`config.mk`:
```
export PLATFORM = sky130hd
export DESIGN_NAME = wiredleg_div_sched_flat
export DESIGN_NICKNAME = d
export VERILOG_FILES = /design/src/rtl/wiredleg_div_pkg.sv /design/src/rtl/wiredleg_div_sched_if.sv /design/src/rtl/wiredleg_div_simp.sv /design/src/rtl/wiredleg_div_sched.sv /design/src/flat_wrapper.sv
export SDC_FILE = /design/constraint.sdc
export NUM_CORES = 1
export LEC_CHECK = 0
export ABC_AREA = 1
export CAP_MARGIN = 20
export CORE_MARGIN = 1
export CORE_UTILIZATION = 46
export CTS_CLUSTER_DIAMETER = 100
export DETAILED_ROUTE_END_ITERATION = 10
export PLACE_DENSITY_LB_ADDON = 0.1
export SYNTH_ARGS = -nofsm -noshare
export SYNTH_HDL_FRONTEND = slang
export SYNTH_SLANG_ARGS = --single-unit
export TNS_END_PERCENT = 30
```
`constraint.sdc`:
```
create_clock -name clk -period 8.8 [get_ports clk]
set_input_delay 2.64 -clock clk [delete_from_list [all_inputs] [get_ports clk]]
set_output_delay 2.64 -clock clk [all_outputs]
set_load 0.05 [all_outputs]
```
`src/rtl/wiredleg_div_pkg.sv`:
```
// Shared types and constants for the two-requester divider scheduler.
//   DIV_W    : operand / result width
//   DIV_LAT  : iterations of the shared divider (busy cycles per divide)
//   DIV_NREQ : number of issue ports
//   DIV0_QUO : quotient returned for a divide by zero
package wiredleg_div_pkg;

  localparam int unsigned DIV_W    = 32;
  localparam int unsigned DIV_LAT  = 32;
  localparam int unsigned DIV_NREQ = 2;
  localparam int unsigned CNT_W    = $clog2(DIV_LAT + 1);

  localparam logic [DIV_W-1:0] DIV0_QUO = 32'hFFFF_FFFF;

  typedef enum logic {
    IDLE = 1'b0,
    RUN  = 1'b1
  } sched_state_e;

  // Operation payload of one issue port, as seen by the divider.
  typedef struct packed {
    logic [DIV_W-1:0] a;
    logic [DIV_W-1:0] b;
    logic             sign;
    logic             rem;
  } div_req_t;

  // Result for a zero divisor: all-ones quotient, dividend as remainder.
  function automatic logic [DIV_W-1:0] div0_result(input logic [DIV_W-1:0] a,
                                                   input logic             rem);
    return rem ? a : DIV0_QUO;
  endfunction

endpackage

```
`src/rtl/wiredleg_div_sched_if.sv`:
```
// Request/response bundle between the issue ports and the divider scheduler.
//   master : requester side (drives req_*, flush, rsp_ready)
//   slave  : scheduler side (drives req_ready, rsp_*)
interface wiredleg_div_sched_if #(
  parameter int unsigned TAG_W = 4
);
  import wiredleg_div_pkg::*;

  logic [DIV_NREQ-1:0]            req_valid;
  logic [DIV_NREQ-1:0]            req_ready;
  logic [DIV_NREQ-1:0][DIV_W-1:0] req_a;
  logic [DIV_NREQ-1:0][DIV_W-1:0] req_b;
  logic [DIV_NREQ-1:0]            req_sign;
  logic [DIV_NREQ-1:0]            req_rem;
  logic [DIV_NREQ-1:0][TAG_W-1:0] req_tag;
  logic [DIV_NREQ-1:0]            flush;
  logic [DIV_NREQ-1:0]            rsp_valid;
  logic [DIV_NREQ-1:0]            rsp_ready;
  logic [DIV_NREQ-1:0][DIV_W-1:0] rsp_data;
  logic [DIV_NREQ-1:0][TAG_W-1:0] rsp_tag;

  modport master (
    output req_valid, req_a, req_b, req_sign, req_rem, req_tag, flush, rsp_ready,
    input  req_ready, rsp_valid, rsp_data, rsp_tag
  );

  modport slave (
    input  req_valid, req_a, req_b, req_sign, req_rem, req_tag, flush, rsp_ready,
    output req_ready, rsp_valid, rsp_data, rsp_tag
  );

endinterface

```
`src/rtl/wiredleg_div_simp.sv`:
```
// Fixed-latency restoring divider, one quotient bit per cycle.
//   clk, rst_n : clock, synchronous active-low reset
//   start      : load operands (restarts an operation in flight)
//   sign, a, b : signedness, dividend, divisor
//   busy       : high for DIV_LAT cycles after start
//   quo, rem   : registered results, valid once busy falls
module wiredleg_div_simp
  import wiredleg_div_pkg::*;
(
  input  logic             clk,
  input  logic             rst_n,
  input  logic             start,
  input  logic             sign,
  input  logic [DIV_W-1:0] a,
  input  logic [DIV_W-1:0] b,
  output logic             busy,
  output logic [DIV_W-1:0] quo,
  output logic [DIV_W-1:0] rem
);

  logic [CNT_W-1:0] cnt_q;
  logic [DIV_W-1:0] acc_q;
  logic [DIV_W-1:0] dvd_q;
  logic [DIV_W-1:0] dvs_q;
  logic             neg_quo_q;
  logic             neg_rem_q;

  logic [DIV_W:0]   trial;
  logic [DIV_W:0]   dvs_ext;
  logic             ge;
  logic [DIV_W-1:0] acc_nxt;
  logic [DIV_W-1:0] dvd_nxt;

  // One restoring step on magnitudes; trial needs one extra bit.
  always_comb begin
    trial   = {acc_q, dvd_q[DIV_W-1]};
    dvs_ext = {1'b0, dvs_q};
    ge      = (trial >= dvs_ext);
    acc_nxt = ge ? DIV_W'(trial - dvs_ext) : DIV_W'(trial);
    dvd_nxt = {dvd_q[DIV_W-2:0], ge};
  end

  // Operand load, iteration, and sign fix-up on the last step.
  always_ff @(posedge clk) begin
    if (!rst_n) begin
      busy      <= 1'b0;
      cnt_q     <= '0;
      acc_q     <= '0;
      dvd_q     <= '0;
      dvs_q     <= '0;
      neg_quo_q <= 1'b0;
      neg_rem_q <= 1'b0;
      quo       <= '0;
      rem       <= '0;
    end else if (start) begin
      busy      <= 1'b1;
      cnt_q     <= CNT_W'(DIV_LAT);
      acc_q     <= '0;
      dvd_q     <= (sign && a[DIV_W-1]) ? -a : a;
      dvs_q     <= (sign && b[DIV_W-1]) ? -b : b;
      neg_quo_q <= sign && (a[DIV_W-1] ^ b[DIV_W-1]);
      neg_rem_q <= sign && a[DIV_W-1];
    end else if (busy) begin
      acc_q <= acc_nxt;
      dvd_q <= dvd_nxt;
      cnt_q <= cnt_q - CNT_W'(1);
      if (cnt_q == CNT_W'(1)) begin
        busy <= 1'b0;
        quo  <= neg_quo_q ? -dvd_nxt : dvd_nxt;
        rem  <= neg_rem_q ? -acc_nxt : acc_nxt;
      end
    end
  end

endmodule

```
`src/rtl/wiredleg_div_sched.sv`:
```
// Shares one iterative divider between two issue ports: round-robin grant,
// divide-by-zero bypass, per-port response registers and per-port flush.
//   clk, rst : clock, asynchronous active-high reset
//   bus      : slave side of wiredleg_div_sched_if (requests, flush, responses)
module wiredleg_div_sched
  import wiredleg_div_pkg::*;
#(
  parameter int unsigned TAG_W = 4
) (
  input logic                  clk,
  input logic                  rst,
  wiredleg_div_sched_if.slave  bus
);

  sched_state_e state_q, state_d;

  logic             rr_q;
  logic             owner_q;
  logic             own_rem_q;
  logic [TAG_W-1:0] own_tag_q;

  logic [DIV_NREQ-1:0]            rsp_valid_q;
  logic [DIV_NREQ-1:0][DIV_W-1:0] rsp_data_q;
  logic [DIV_NREQ-1:0][TAG_W-1:0] rsp_tag_q;

  logic [DIV_NREQ-1:0] avail;
  logic [DIV_NREQ-1:0] elig;
  logic [DIV_NREQ-1:0] ready_c;
  logic [DIV_NREQ-1:0] acc;
  logic                acc_any;
  logic                acc_idx;
  div_req_t            sel;
  logic                div_start;
  logic                bypass;
  logic                capture;

  logic             div_busy;
  logic [DIV_W-1:0] div_quo;
  logic [DIV_W-1:0] div_rem;

  // Grant, divider launch and FSM next state.
  // A port's ready looks only at the other port's valid, so ready never
  // depends combinationally on its own valid.
  always_comb begin
    state_d   = state_q;
    ready_c   = '0;
    div_start = 1'b0;
    bypass    = 1'b0;
    capture   = 1'b0;

    avail = ~rsp_valid_q & ~bus.flush;
    elig  = avail & bus.req_valid;

    if (state_q == IDLE && !rst) begin
      ready_c[0] = avail[0] & (!rr_q | !elig[1]);
      ready_c[1] = avail[1] & ( rr_q | !elig[0]);
    end

    acc     = ready_c & bus.req_valid;
    acc_any = |acc;
    acc_idx = acc[1];

    sel.a    = bus.req_a[acc_idx];
    sel.b    = bus.req_b[acc_idx];
    sel.sign = bus.req_sign[acc_idx];
    sel.rem  = bus.req_rem[acc_idx];

    case (state_q)
      IDLE: begin
        if (acc_any) begin
          if (sel.b != '0) begin
            div_start = 1'b1;
            state_d   = RUN;
          end else begin
            bypass = 1'b1;
          end
        end
      end
      RUN: begin
        // Flush of the owner abandons the result; the divider runs on harmlessly.
        if (bus.flush[owner_q]) begin
          state_d = IDLE;
        end else if (!div_busy) begin
          capture = 1'b1;
          state_d = IDLE;
        end
      end
      default: state_d = IDLE;
    endcase
  end

  // FSM state register.
  always_ff @(posedge clk or posedge rst) begin
    if (rst) state_q <= IDLE;
    else     state_q <= state_d;
  end

  // Round-robin pointer and in-flight owner context.
  always_ff @(posedge clk or posedge rst) begin
    if (rst) begin
      rr_q      <= 1'b0;
      owner_q   <= 1'b0;
      own_rem_q <= 1'b0;
      own_tag_q <= '0;
    end else begin
      if (acc_any) rr_q <= !acc_idx;
      if (div_start) begin
        owner_q   <= acc_idx;
        own_rem_q <= sel.rem;
        own_tag_q <= bus.req_tag[acc_idx];
      end
    end
  end

  // Per-port response registers; flush beats capture, bypass and drain.
  always_ff @(posedge clk or posedge rst) begin
    if (rst) begin
      rsp_valid_q <= '0;
      rsp_data_q  <= '0;
      rsp_tag_q   <= '0;
    end else begin
      for (int unsigned i = 0; i < DIV_NREQ; i++) begin
        if (bus.flush[i]) begin
          rsp_valid_q[i] <= 1'b0;
        end else if (capture && owner_q == 1'(i)) begin
          rsp_valid_q[i] <= 1'b1;
          rsp_data_q[i]  <= own_rem_q ? div_rem : div_quo;
          rsp_tag_q[i]   <= own_tag_q;
        end else if (bypass && acc_idx == 1'(i)) begin
          rsp_valid_q[i] <= 1'b1;
          rsp_data_q[i]  <= div0_result(sel.a, sel.rem);
          rsp_tag_q[i]   <= bus.req_tag[acc_idx];
        end else if (bus.rsp_ready[i]) begin
          rsp_valid_q[i] <= 1'b0;
        end
      end
    end
  end

  assign bus.req_ready = ready_c;
  assign bus.rsp_valid = rsp_valid_q;
  assign bus.rsp_data  = rsp_data_q;
  assign bus.rsp_tag   = rsp_tag_q;

  wiredleg_div_simp u_div (
    .clk   (clk),
    .rst_n (!rst),
    .start (div_start),
    .sign  (sel.sign),
    .a     (sel.a),
    .b     (sel.b),
    .busy  (div_busy),
    .quo   (div_quo),
    .rem   (div_rem)
  );

endmodule

```
`src/flat_wrapper.sv`:
```
// flat-port wrapper written by rule: the top's interface ports become plain ports
module wiredleg_div_sched_flat import wiredleg_div_pkg::*;
#(
  parameter int unsigned TAG_W = 4
)
  (clk, rst, bus_req_valid, bus_req_a, bus_req_b, bus_req_sign, bus_req_rem, bus_req_tag, bus_flush, bus_rsp_ready, bus_req_ready, bus_rsp_valid, bus_rsp_data, bus_rsp_tag);
  wiredleg_div_sched_if #(.TAG_W(TAG_W)) bus_i ();
  input logic clk;
  input logic rst;
  input wire logic [$bits(bus_i.req_valid)-1:0] bus_req_valid;
  input wire logic [$bits(bus_i.req_a)-1:0] bus_req_a;
  input wire logic [$bits(bus_i.req_b)-1:0] bus_req_b;
  input wire logic [$bits(bus_i.req_sign)-1:0] bus_req_sign;
  input wire logic [$bits(bus_i.req_rem)-1:0] bus_req_rem;
  input wire logic [$bits(bus_i.req_tag)-1:0] bus_req_tag;
  input wire logic [$bits(bus_i.flush)-1:0] bus_flush;
  input wire logic [$bits(bus_i.rsp_ready)-1:0] bus_rsp_ready;
  output wire logic [$bits(bus_i.req_ready)-1:0] bus_req_ready;
  output wire logic [$bits(bus_i.rsp_valid)-1:0] bus_rsp_valid;
  output wire logic [$bits(bus_i.rsp_data)-1:0] bus_rsp_data;
  output wire logic [$bits(bus_i.rsp_tag)-1:0] bus_rsp_tag;
  assign bus_i.req_valid = bus_req_valid;
  assign bus_i.req_a = bus_req_a;
  assign bus_i.req_b = bus_req_b;
  assign bus_i.req_sign = bus_req_sign;
  assign bus_i.req_rem = bus_req_rem;
  assign bus_i.req_tag = bus_req_tag;
  assign bus_i.flush = bus_flush;
  assign bus_i.rsp_ready = bus_rsp_ready;
  assign bus_req_ready = bus_i.req_ready;
  assign bus_rsp_valid = bus_i.rsp_valid;
  assign bus_rsp_data = bus_i.rsp_data;
  assign bus_rsp_tag = bus_i.rsp_tag;
  wiredleg_div_sched #(.TAG_W(TAG_W)) u_core (.clk(clk), .rst(rst), .bus(bus_i));
endmodule
```
# After elaboration in Yosys (flattened, before gate mapping)
# Index checks and enable logic that the tools add are counted.
[word_totals] regBits=251
[classes] n_addsub=6 n_lt_le_gt_ge=3 n_eq_ne=1 n_mux=55 bitwise=16 reduce_logical=24
[op_table] op="$mux 32" count=17
[op_table] op="$neg 32->32" count=4
[op_table] op="$ge 33x32->1" count=1
[op_table] op="$reduce_bool 32->1" count=1
[op_table] op="$sub 32x32->32" count=1
[op_table] op="$mux 1" count=28
[op_table] op="$mux 4" count=6
[op_table] op="$mux 6" count=2
[op_table] op="$logic_and 1x1->1" count=8
[op_table] op="$reduce_bool 4->1" count=2
[op_table] op="$and 2x2->2" count=3
[op_table] op="$eq 6x1->1 const B" count=1
[op_table] op="$not 1->1" count=6
[op_table] op="$reduce_bool 2->1" count=3
[op_table] op="$sub 6x1->6 const B" count=1
[op_table] op="$logic_not 1->1" count=5
[op_table] op="$lt 1x2->1 const B" count=2
[op_table] op="$not 2->2" count=2
[op_table] op="$reduce_and 2->1" count=2
[op_table] op="$reduce_or 2->1" count=2
[op_table] op="$reduce_and 3->1" count=1
[op_table] op="$and 1x1->1" count=2
[op_table] op="$mux 2" count=1
[op_table] op="$or 1x1->1" count=2
[op_table] op="2 further kinds" count=2

# Depth between registers and ports, before layout
# Gate-level depths: netlist of the first run.
[logic_depth] depth_word=18 mapped_depth=28 depth_no_buf=26

# Hierarchy
# A second synthesis of the first run with hierarchy kept.
[hier_totals] hier_cells=2980 area_unflattened_um2=18575.3
[by_module_without_submodules] mod="wiredleg_div_simp" instances=1 cells_each=2062 area_per_inst_um2=12470.7
[by_module_without_submodules] mod="wiredleg_div_sched" instances=1 cells_each=918 area_per_inst_um2=6104.6

# Worst setup path before layout of the first run
# OpenSTA, ideal clock, no wires.
[synth_timing] kind="input -> output" startpoint="input port rst" endpoint="output port bus_req_ready[0]" t_arrival_ns=4.337 required_time_ns=6.160 slack_ns=1.823 stages=3 n_path_buf=0 cell_sequence="inv_2 nand2_2 nor4_1"
[synth_between] elab_chain_len=3
[synth_rtl] item="start, declared" line_no="flat_wrapper.sv:9" text="input logic rst;"
[synth_rtl] item="$logic_not 1->1" line_no="wiredleg_div_sched.sv:54" text="if (state_q == IDLE && !rst) begin"
[synth_rtl] item="$logic_and 1x1->1" line_no="wiredleg_div_sched.sv:54"
[synth_rtl] item="$mux 2" line_no="wiredleg_div_sched.sv:54"
[synth_rtl] item="end, declared" line_no="flat_wrapper.sv:18" text="output wire logic [$bits(bus_i.req_ready)-1:0] bus_req_ready;"
# No other way between the ends.

# Final worst setup path of the first run
# Same ends and word-level chain as after synthesis.

==> flow_metrics.env, run 1 <==
export IMPL_via_count=18800
export IMPL_hold_viol=0
export IMPL_worstMarginPinSlew_ns=1.03
export IMPL_clk_latency_ns=0.61
export IMPL_tns_ns=0
export IMPL_final_common_cell="nand2_1"
export IMPL_clk_path_buf_depth=3
export IMPL_run_status="complete, no violations"
export IMPL_ys_types=48
export IMPL_die_area_um2=39000
export IMPL_peakVddDrop_uv=169
export IMPL_synthCells=2830
export IMPL_hold_depth=2
export IMPL_chipHeight_um=198
export IMPL_crit_path_max_fanout=3
export IMPL_cts_hold_buffers_added=0
export IMPL_area_growth_pct=20.4
export IMPL_ys_ff_latch=251
export IMPL_async_reset_ff_share_pct=32.7
export IMPL_hp_class="flop to flop"
export IMPL_routed_wl_um=63900
export IMPL_globalRouteTotalUtil_pct=32.2
export IMPL_clock_root_buffer="clkbuf_16"
export IMPL_cts_sinks=251
export IMPL_dpl_hpwl_um=49600
export IMPL_overflow=0
export IMPL_die_width_um=198
export IMPL_synth_area_um2=17600
export IMPL_crit_family="buffers and inverters"
export IMPL_place_congestion=1.00
export IMPL_slowest_stage="clkdlybuf4s50_1"
export IMPL_start_util_pct=46.7
export IMPL_leakage_nw=9.65
export IMPL_setup_slack_ns=1.84
export IMPL_layout_common_cells="801 x nand2_1, 356 x inv_1, 311 x nor2_1, 221 x clkdlybuf4s50_1, 196 x o21ai_0"
export IMPL_cts_tree="built"
export IMPL_port_buffers=223
export IMPL_grt_max_degree=96
export IMPL_rsz0062_at_grt="false"
export IMPL_insertedDiodeCount=0
export IMPL_maxCapViolations=0
export IMPL_endpoint_kind="output pin"
export IMPL_path_cells="clkdlybuf4s50_1 -> inv_4 -> nand2_2 -> nor4_1 -> buf_12"
export IMPL_grt_pass1_vias=17400
export IMPL_fin_nets=3170
export IMPL_clock_skew_ns=0.0519
export IMPL_ctsResizeCount=0
export IMPL_numCtsBuffers=30
export IMPL_drtIter0Drc=1352
export IMPL_seq_area_frac_synth_pct=30.9
export IMPL_postCtsSetupBuffers=0
export IMPL_avgSynthCellArea_um2=6.22
export IMPL_synth_fp_nets=3017
export IMPL_synthFlopType="dfxtp_1"
export IMPL_drc_errors=0
export IMPL_timing_setup_critical_path_class="input pin to output pin"
export IMPL_grt_pass1_wl_um=97300
export IMPL_row_count=71
export IMPL_crit_required_ns=6.16
export IMPL_synth_edff_count=0
export IMPL_period_minus_slack_ns=6.96
export IMPL_maxSlewViolCount=0
export IMPL_dpl_worst_slack_ns=1.36
export IMPL_avgRoutedWirePerCell_um=18.2
export IMPL_reg2reg_depth=24
export IMPL_critical_path_arrival_ns=4.32
export IMPL_slowest_delay_ns=0.62
export IMPL_setup_viol=0
export IMPL_cts_reportedPaths_clkPinSlew_ns=0.06
export IMPL_drive_above_1_share_pct=4.66
export IMPL_relSlewSlack_pct=31.4
export IMPL_crit_cells=5
export IMPL_maxClockFrequency_mhz=144
export IMPL_power_density_nw_per_um2=263
export IMPL_core_um2=37700
export IMPL_synth_warnings=0
export IMPL_ios=224
export IMPL_cts_htree_levels=1
export IMPL_firstDrtPassIters=7
export IMPL_avgViaCountPerCell=5.35
export IMPL_worst_setup_path_start_kind="input pin"
export IMPL_antenna_found_initial=0
export IMPL_period_share_pct=79.1
export IMPL_antenna_left=0
export IMPL_cp_num_buf_inv=3
## Yosys cell counts (4+ instances only)
library cell	number	share of area, %
nand2_1	801	17
inv_1	356	7.6
nor2_1	314	6.7
o21ai_0	196	5.6
dfxtp_1	169	19
nand3_1	152	4.3
a21oi_1	138	3.9
xor2_1	87	4.3
a31oi_1	84	3.0
dfrtp_1	82	12
clkbuf_1	65	1.4
o21ai_1	65	1.8
buf_2	41	1.2
ha_1	38	2.7
o22ai_1	35	1.2
nand4_1	28	1.0
nor3_1	20	0.57
or2_2	17	0.60
or2_1	12	0.43
buf_6	11	0.70
inv_2	11	0.23
o21ai_2	11	0.55
xnor2_1	10	0.50
buf_1	8	0.17
nand3b_1	8	0.34
o21a_1	7	0.30
mux2_2	6	0.38
nor4_1	6	0.21
and2_1	5	0.18
nor2_2	5	0.18
buf_4	4	0.17
nand2_2	4	0.14
o211ai_1	4	0.17
or2_0	4	0.14
## tightest hold or removal path: cells and delay by family (launching register included)
kind / cells / cell delay, ns
buf+inv: 1 / 0.05
flops: 1 / 0.29
compound gates: 1 / 0.05
## layer usage
layer	vias up	GRT usage, %	part of all wire (%)
met3	130	4.01	5.5
met1	8686	39.5	41
met5	-	0	0
met4	0	17.3	5.9
li1	9401	-	-
met2	599	54.8	47
## stage by stage
stage / power, mW / hold slack (ns) / instances / utilization (%) / area, um^2
floorplan: 3.32 / 0.421 / 2830 / - / 17600
global placement: 4.19 / 0.430 / 3460 / 53.3 / 20100
finish: 5.57 / 0.450 / 3517 / 56.2 / 21200
global route: 5.90 / 0.479 / 3517 / 56.2 / 21200
detailed placement: 4.21 / 0.441 / 3460 / 53.3 / 20100
CTS: 5.56 / 0.451 / 3515 / 56.1 / 21100
## flip-flops by register name, summed over array words and instances (netlist names), 2 cells and up
register              flops
u_core.bus.rsp_tag        8
u_core.u_div.rem         32
u_core.u_div.quo         32
u_core.u_div.dvs_q       32
u_core.u_div.dvd_q       32
u_core.u_div.cnt_q        6
u_core.bus.rsp_data      64
u_core.bus.rsp_valid      2
u_core.u_div.acc_q       32
u_core.own_tag_q          4
## report_power, final
| part | internal, mW | switching [mW] |
|---|---|---|
| clock network | 0.810 | 0.533 |
| registers | 1.33 | 0.136 |
| logic | 0.851 | 1.91 |
| total | 2.99 | 2.58 |
## final timing paths
kind / startpoint / to / slack [ns]
min reg2reg: u_core.u_div.quo[26] / u_core.u_div.quo[26] / 0.45
min: u_core.u_div.quo[26] / u_core.u_div.quo[26] / 0.45
max: rst / bus_req_ready[0] / 1.84
min in group asynchronous: rst / u_core.bus.rsp_tag[2] / 3.07
max in group asynchronous: rst / u_core.bus.rsp_data[30] / 4.25
max reg2reg: u_core.u_div.acc_q[6] / u_core.u_div.quo[26] / 3.82
## cells by family (layout without fill, tap and decap cells)
logic type               count (synthesis)  count (layout)  share of synthesized area (%)
adder cells (fa/ha/maj)                 39              39                           2.82
AO/OA/AOI/OAI                          557             557                           17.4
buffers and inverters                  498             674                           11.5
XOR/XNOR                                97              97                           4.83
AND/OR/NAND/NOR                       1382            1382                           32.2
flip-flops                             251             251                           30.9
multiplexers                             6               6                          0.384
## layout make-up
class,instances,area [um^2]
multi-input cells,2081,10200
clock buffers,32,768
clock inverters,23,298
inverters,369,1390
well taps,511,639
repair buffers,250,2490
fillers,3826,16500
flip-flops and latches,251,5440
Power figures use the tool's default switching activity.
==> inputs of run 2 (changes only) <==
Clock period 8.8 ns to 6.6 ns, I/O delays scaled along.
==> flow_metrics.env, run 2 (synthesized netlist as in run 1, its figures left out) <==
export IMPL_cts_tree="built"
export IMPL_drtIter0Drc=1329
export IMPL_postCtsSetupBuffers=0
export IMPL_ios=224
export IMPL_worst_setup_path_start_kind="input pin"
export IMPL_place_congestion=0.958
export IMPL_maxClockFrequency_mhz=186
export IMPL_area_growth_pct=20.5
export IMPL_crit_path_max_fanout=25
export IMPL_critPathMostFrequentCell="nand2_1"
export IMPL_drc_errors=0
export IMPL_row_count=71
export IMPL_power_density_nw_per_um2=346
export IMPL_core_um2=37700
export IMPL_hp_class="flop to flop"
export IMPL_dpl_worst_slack_ns=0.655
export IMPL_drive_above_1_share_pct=5.11
export IMPL_clk_path_buf_depth=3
export IMPL_relSlewSlack_pct=38.8
export IMPL_setup_viol=0
export IMPL_insertedDiodeCount=0
export IMPL_rsz0062_at_grt="false"
export IMPL_worstMarginPinSlew_ns=0.908
export IMPL_dpl_hpwl_um=49800
export IMPL_maxSlewViolCount=0
export IMPL_hold_viol=0
export IMPL_startpoint="rst"
export IMPL_final_area_um2=21200
export IMPL_worstHoldStart="u_core.u_div.quo[9]"
export IMPL_rr_startpoint="u_core.u_div.acc_q[6]"
export IMPL_cts_hold_buffers_added=0
export IMPL_reg2reg_to="u_core.u_div.quo[28]"
export IMPL_cts_reportedPaths_clkPinSlew_ns=0.06
export IMPL_final_util_pct=56.3
export IMPL_critical_path_arrival_ns=5.83
export IMPL_reg2reg_depth=26
export IMPL_avgRoutedWirePerCell_um=18.1
export IMPL_via_count=18900
export IMPL_slowest_stage="nor2_2"
export IMPL_postPlaceCellArea_um2=20200
export IMPL_largest_reg_flops=64
export IMPL_antenna_found_initial=0
export IMPL_maxCapViolations=0
export IMPL_path_cells="clkdlybuf4s50_1 -> inv_4 -> nand2_2 -> nor2_2 -> nand2_1 -> nor2_4 -> buf_4 -> or2_2 -> o21ai_0 -> nor2_2 -> inv_2 -> o21ai_1 -> a21oi_1 -> nand2_1 -> nand2_1 -> nand3_1 -> nand2_1"
export IMPL_r2r_setup_slack_ns=1.79
export IMPL_run_status="complete, no violations"
export IMPL_crit_required_ns=7.05
export IMPL_globalRouteTotalUtil_pct=32.0
export IMPL_numCtsBuffers=29
export IMPL_grt_pass1_vias=17400
export IMPL_port_buffers=223
export IMPL_overflow=0
export IMPL_clock_skew_ns=0.0323
export IMPL_antenna_left=0
export IMPL_hold_depth=2
export IMPL_period_share_pct=81.5
export IMPL_die_width_um=198
export IMPL_leakage_nw=9.67
export IMPL_crit_family="simple AND/OR/NAND/NOR gates"
export IMPL_peakVddDrop_uv=206
export IMPL_cts_htree_levels=1
export IMPL_grt_max_degree=82
export IMPL_period_minus_slack_ns=5.38
export IMPL_clk_latency_ns=0.58
export IMPL_layout_common_cells="801 x nand2_1, 356 x inv_1, 311 x nor2_1, 221 x clkdlybuf4s50_1, 196 x o21ai_0"
export IMPL_tns_ns=0
export IMPL_slowest_delay_ns=0.68
export IMPL_die_area_um2=39000
export IMPL_routed_wl_um=63600
export IMPL_chipHeight_um=198
export IMPL_firstDrtPassIters=6
export IMPL_cp_num_buf_inv=4
export IMPL_final_common_cell="nand2_1"
export IMPL_fin_nets=3179
export IMPL_cts_sinks=251
export IMPL_timing_setup_critical_path_class="input pin to flop"
export IMPL_start_util_pct=46.7
export IMPL_whs_endpoint="u_core.u_div.quo[9]"
export IMPL_ctsResizeCount=0
export IMPL_clock_root_buffer="clkbuf_16"
export IMPL_endpoint_kind="flop"
export IMPL_setup_slack_ns=1.22
export IMPL_avgViaCountPerCell=5.35
export IMPL_grt_pass1_wl_um=96900
run 2: changes by cell type in the layout (fill, tap and decap cells not counted), moves of 2 or more:
cell,change
buf_4,+9
clkinv_1,-7
clkbuf_8,+4
bufinv_16,-3
clkinv_2,+3
clkbuf_1,+2
clkinvlp_4,+2
run 2: tightest hold or removal path, stage by stage (launching register included):
cell	delay, ns
dfxtp_1	0.30
inv_1	0.06
a21oi_1	0.05
run 2: through the flow:
stage / instances / hold WS, ns / total power [mW]
CTS: 3524 / 0.448 / 7.32
finish: 3526 / 0.448 / 7.34
floorplan: 2830 / 0.421 / 4.43
global route: 3526 / 0.480 / 7.78
global placement: 3470 / 0.432 / 5.62
detailed placement: 3470 / 0.439 / 5.64
run 2: metal layers:
metal	up-vias	wire length, um	global-route usage, %	share of wire [%]
met3	101	3340	3.55	5.3
met1	8802	27100	40.7	43
met4	0	2490	12.1	3.9
met5	-	0	0	0
li1	9411	-	-	-
met2	542	30700	55.2	48
run 2: worst max-delay path by stage:
stage	depth (start not counted)	end
floorplan	3	bus_req_ready[0]
global route	19	u_core.u_div.rem[18]
global placement	16	u_core.u_div.dvd_q[4]
detailed placement	16	u_core.u_div.dvd_q[4]
CTS	19	u_core.u_div.rem[18]
finish	17	u_core.u_div.dvd_q[30]
run 2: final cells by class:
class | instances | area (um^2)
clock inverters | 17 | 179
repair buffers | 260 | 2590
flip-flops and latches | 251 | 5440
multi-input cells | 2081 | 10200
fillers | 3851 | 16500
clock buffers | 37 | 806
well taps | 511 | 639
inverters | 369 | 1390
run 2: report_power, final:
group	internal [mW]	switching, mW	leakage (nW)
sequential	1.78	0.180	2.38
clock	0.981	0.692	0.484
combinational	1.14	2.57	6.80
total	3.90	3.44	9.67
==> inputs of run 3 (changes only) <==
Clock period 6.6 ns to 4.45 ns, I/O delays scaled along.
==> flow_metrics.env, run 3 (synthesized netlist as in run 1, its figures left out) <==
export IMPL_peakVddDrop_uv=341
export IMPL_core_um2=37700
export IMPL_critical_path_arrival_ns=4.71
export IMPL_fin_cells=3708
export IMPL_rsz0062_at_grt="false"
export IMPL_worstMarginPinSlew_ns=1.02
export IMPL_antenna_found_initial=1
export IMPL_crit_path_max_fanout=26
export IMPL_crit_family="simple AND/OR/NAND/NOR gates"
export IMPL_firstDrtPassIters=6
export IMPL_cts_sinks=251
export IMPL_maxClockFrequency_mhz=239
export IMPL_setup_viol=0
export IMPL_period_minus_slack_ns=4.19
export IMPL_power_density_nw_per_um2=493
export IMPL_cts_hold_buffers_added=0
export IMPL_drive_above_1_share_pct=10.6
export IMPL_period_share_pct=94.1
export IMPL_insertedDiodeCount=0
export IMPL_final_common_cell="nand2_1"
export IMPL_cts_htree_levels=1
export IMPL_area_growth_pct=29.6
export IMPL_dpl_worst_slack_ns=-0.290
export IMPL_layout_common_cells="800 x nand2_1, 356 x inv_1, 310 x nor2_1, 221 x clkdlybuf4s50_1, 199 x buf_4"
export IMPL_clk_latency_ns=0.60
export IMPL_final_area_um2=22800
export IMPL_leakage_nw=10.6
export IMPL_avgViaCountPerCell=5.27
export IMPL_whs_ns=0.456
export IMPL_grt_pass1_wl_um=99600
export IMPL_port_buffers=223
export IMPL_dpl_hpwl_um=52300
export IMPL_setup_slack_ns=0.262
export IMPL_globalRouteTotalUtil_pct=33.1
export IMPL_maxSlewViolCount=0
export IMPL_start_util_pct=46.7
export IMPL_hold_viol=0
export IMPL_grt_pass1_vias=18400
export IMPL_numCtsBuffers=31
export IMPL_run_status="complete, no violations"
export IMPL_crit_required_ns=4.97
export IMPL_routed_wl_um=65900
export IMPL_cts_reportedPaths_clkPinSlew_ns=0.06
export IMPL_endpoint_kind="flop"
export IMPL_hp_class="flop to flop"
export IMPL_timing_setup_critical_path_class="input pin to flop"
export IMPL_die_width_um=198
export IMPL_clock_skew_ns=0.0326
export IMPL_slowest_stage="clkdlybuf4s50_1"
export IMPL_die_area_um2=39000
export IMPL_worst_setup_path_start_kind="input pin"
export IMPL_total_power_mw=11.2
export IMPL_antenna_left=0
export IMPL_slowest_delay_ns=0.40
export IMPL_row_count=71
export IMPL_chipHeight_um=198
export IMPL_ios=224
export IMPL_clk_path_buf_depth=3
export IMPL_drtIter0Drc=1566
export IMPL_avgRoutedWirePerCell_um=17.8
export IMPL_relSlewSlack_pct=31.5
export IMPL_path_cells="clkdlybuf4s50_1 -> buf_4 -> inv_4 -> nand2_2 -> nor2_2 -> nand3_4 -> buf_12 -> o21ai_1 -> nand3_1 -> or2_1 -> nor2_1 -> nand2_1 -> nand2_2 -> nand2_4 -> nor2_4 -> buf_4 -> o21ai_0 -> a21oi_1"
export IMPL_cts_tree="built"
export IMPL_maxCapViolations=0
export IMPL_postPlaceCellArea_um2=21600
export IMPL_grt_max_degree=82
export IMPL_final_fill_count=3768
export IMPL_largest_reg_flops=64
export IMPL_via_count=19500
export IMPL_cp_num_buf_inv=5
export IMPL_overflow=0
export IMPL_postCtsSetupBuffers=0
export IMPL_fin_nets=3359
export IMPL_clock_root_buffer="clkbuf_16"
export IMPL_dp_cells=3648
export IMPL_place_congestion=0.959
export IMPL_drc_errors=0
-- run 3: final timing paths --
kind	from	end	slack (ns)	cells after the start
max reg2reg	u_core.u_div.acc_q[22]	u_core.u_div.rem[30]	0.44	22
max in group asynchronous	rst	u_core.bus.rsp_data[43]	1.91	6
min reg2reg	u_core.u_div.quo[26]	u_core.u_div.quo[26]	0.46	2
min	u_core.u_div.quo[26]	u_core.u_div.quo[26]	0.46	2
max	rst	u_core.u_div.quo[30]	0.26	18
min in group asynchronous	rst	u_core.own_rem_q	1.48	4
-- run 3: layout make-up --
| type | instances | area [um^2] | area share [%] |
|---|---|---|---|
| flip-flops and latches | 251 | 5440 | 23.8 |
| multi-input cells | 2081 | 10200 | 44.6 |
| repair buffers | 438 | 4080 | 17.9 |
| clock buffers | 37 | 840 | 3.68 |
| clock inverters | 21 | 240 | 1.05 |
| well taps | 511 | 639 | 2.80 |
| inverters | 369 | 1390 | 6.09 |
-- run 3: worst min-delay path, stage by stage (launching register included) --
cell	delay, ns
dfxtp_1	0.30
inv_1	0.06
a21oi_1	0.05
-- run 3: per-stage QoR --
stage | utilization [%] | TNS (ns)
2_1_floorplan | - | 0
3_3_place_gp | 57.5 | -24.40
3_5_place_dp | 57.5 | -25.80
4_1_cts | 60.3 | 0
5_1_grt | 60.5 | 0
6_report | 60.5 | 0
-- run 3: power breakdown --
part | switching, mW | leakage (nW) | total [mW] | internal [mW]
Clock | 1.11 | 0.508 | 2.65 | 1.54
Combinational | 3.83 | 7.71 | 5.70 | 1.87
Sequential | 0.256 | 2.38 | 2.89 | 2.63
Total | 5.19 | 10.6 | 11.2 | 6.04
-- run 3: repair_timing --
item | 4_1_cts | 5_1_grt
hold endpoints to repair | 0 | 0
gates resized for setup | 0 | 4
setup endpoints to repair | 0 | 10
-- run 3: layer usage --
| layer | global-route usage [%] | routed length, um | vias up |
|---|---|---|---|
| li1 | - | - | 9782 |
| met2 | 56.7 | 31200 | 631 |
| met3 | 4.39 | 3600 | 140 |
| met5 | 0 | 9 | - |
| met1 | 40.1 | 27200 | 8990 |
| met4 | 17.9 | 3960 | 2 |
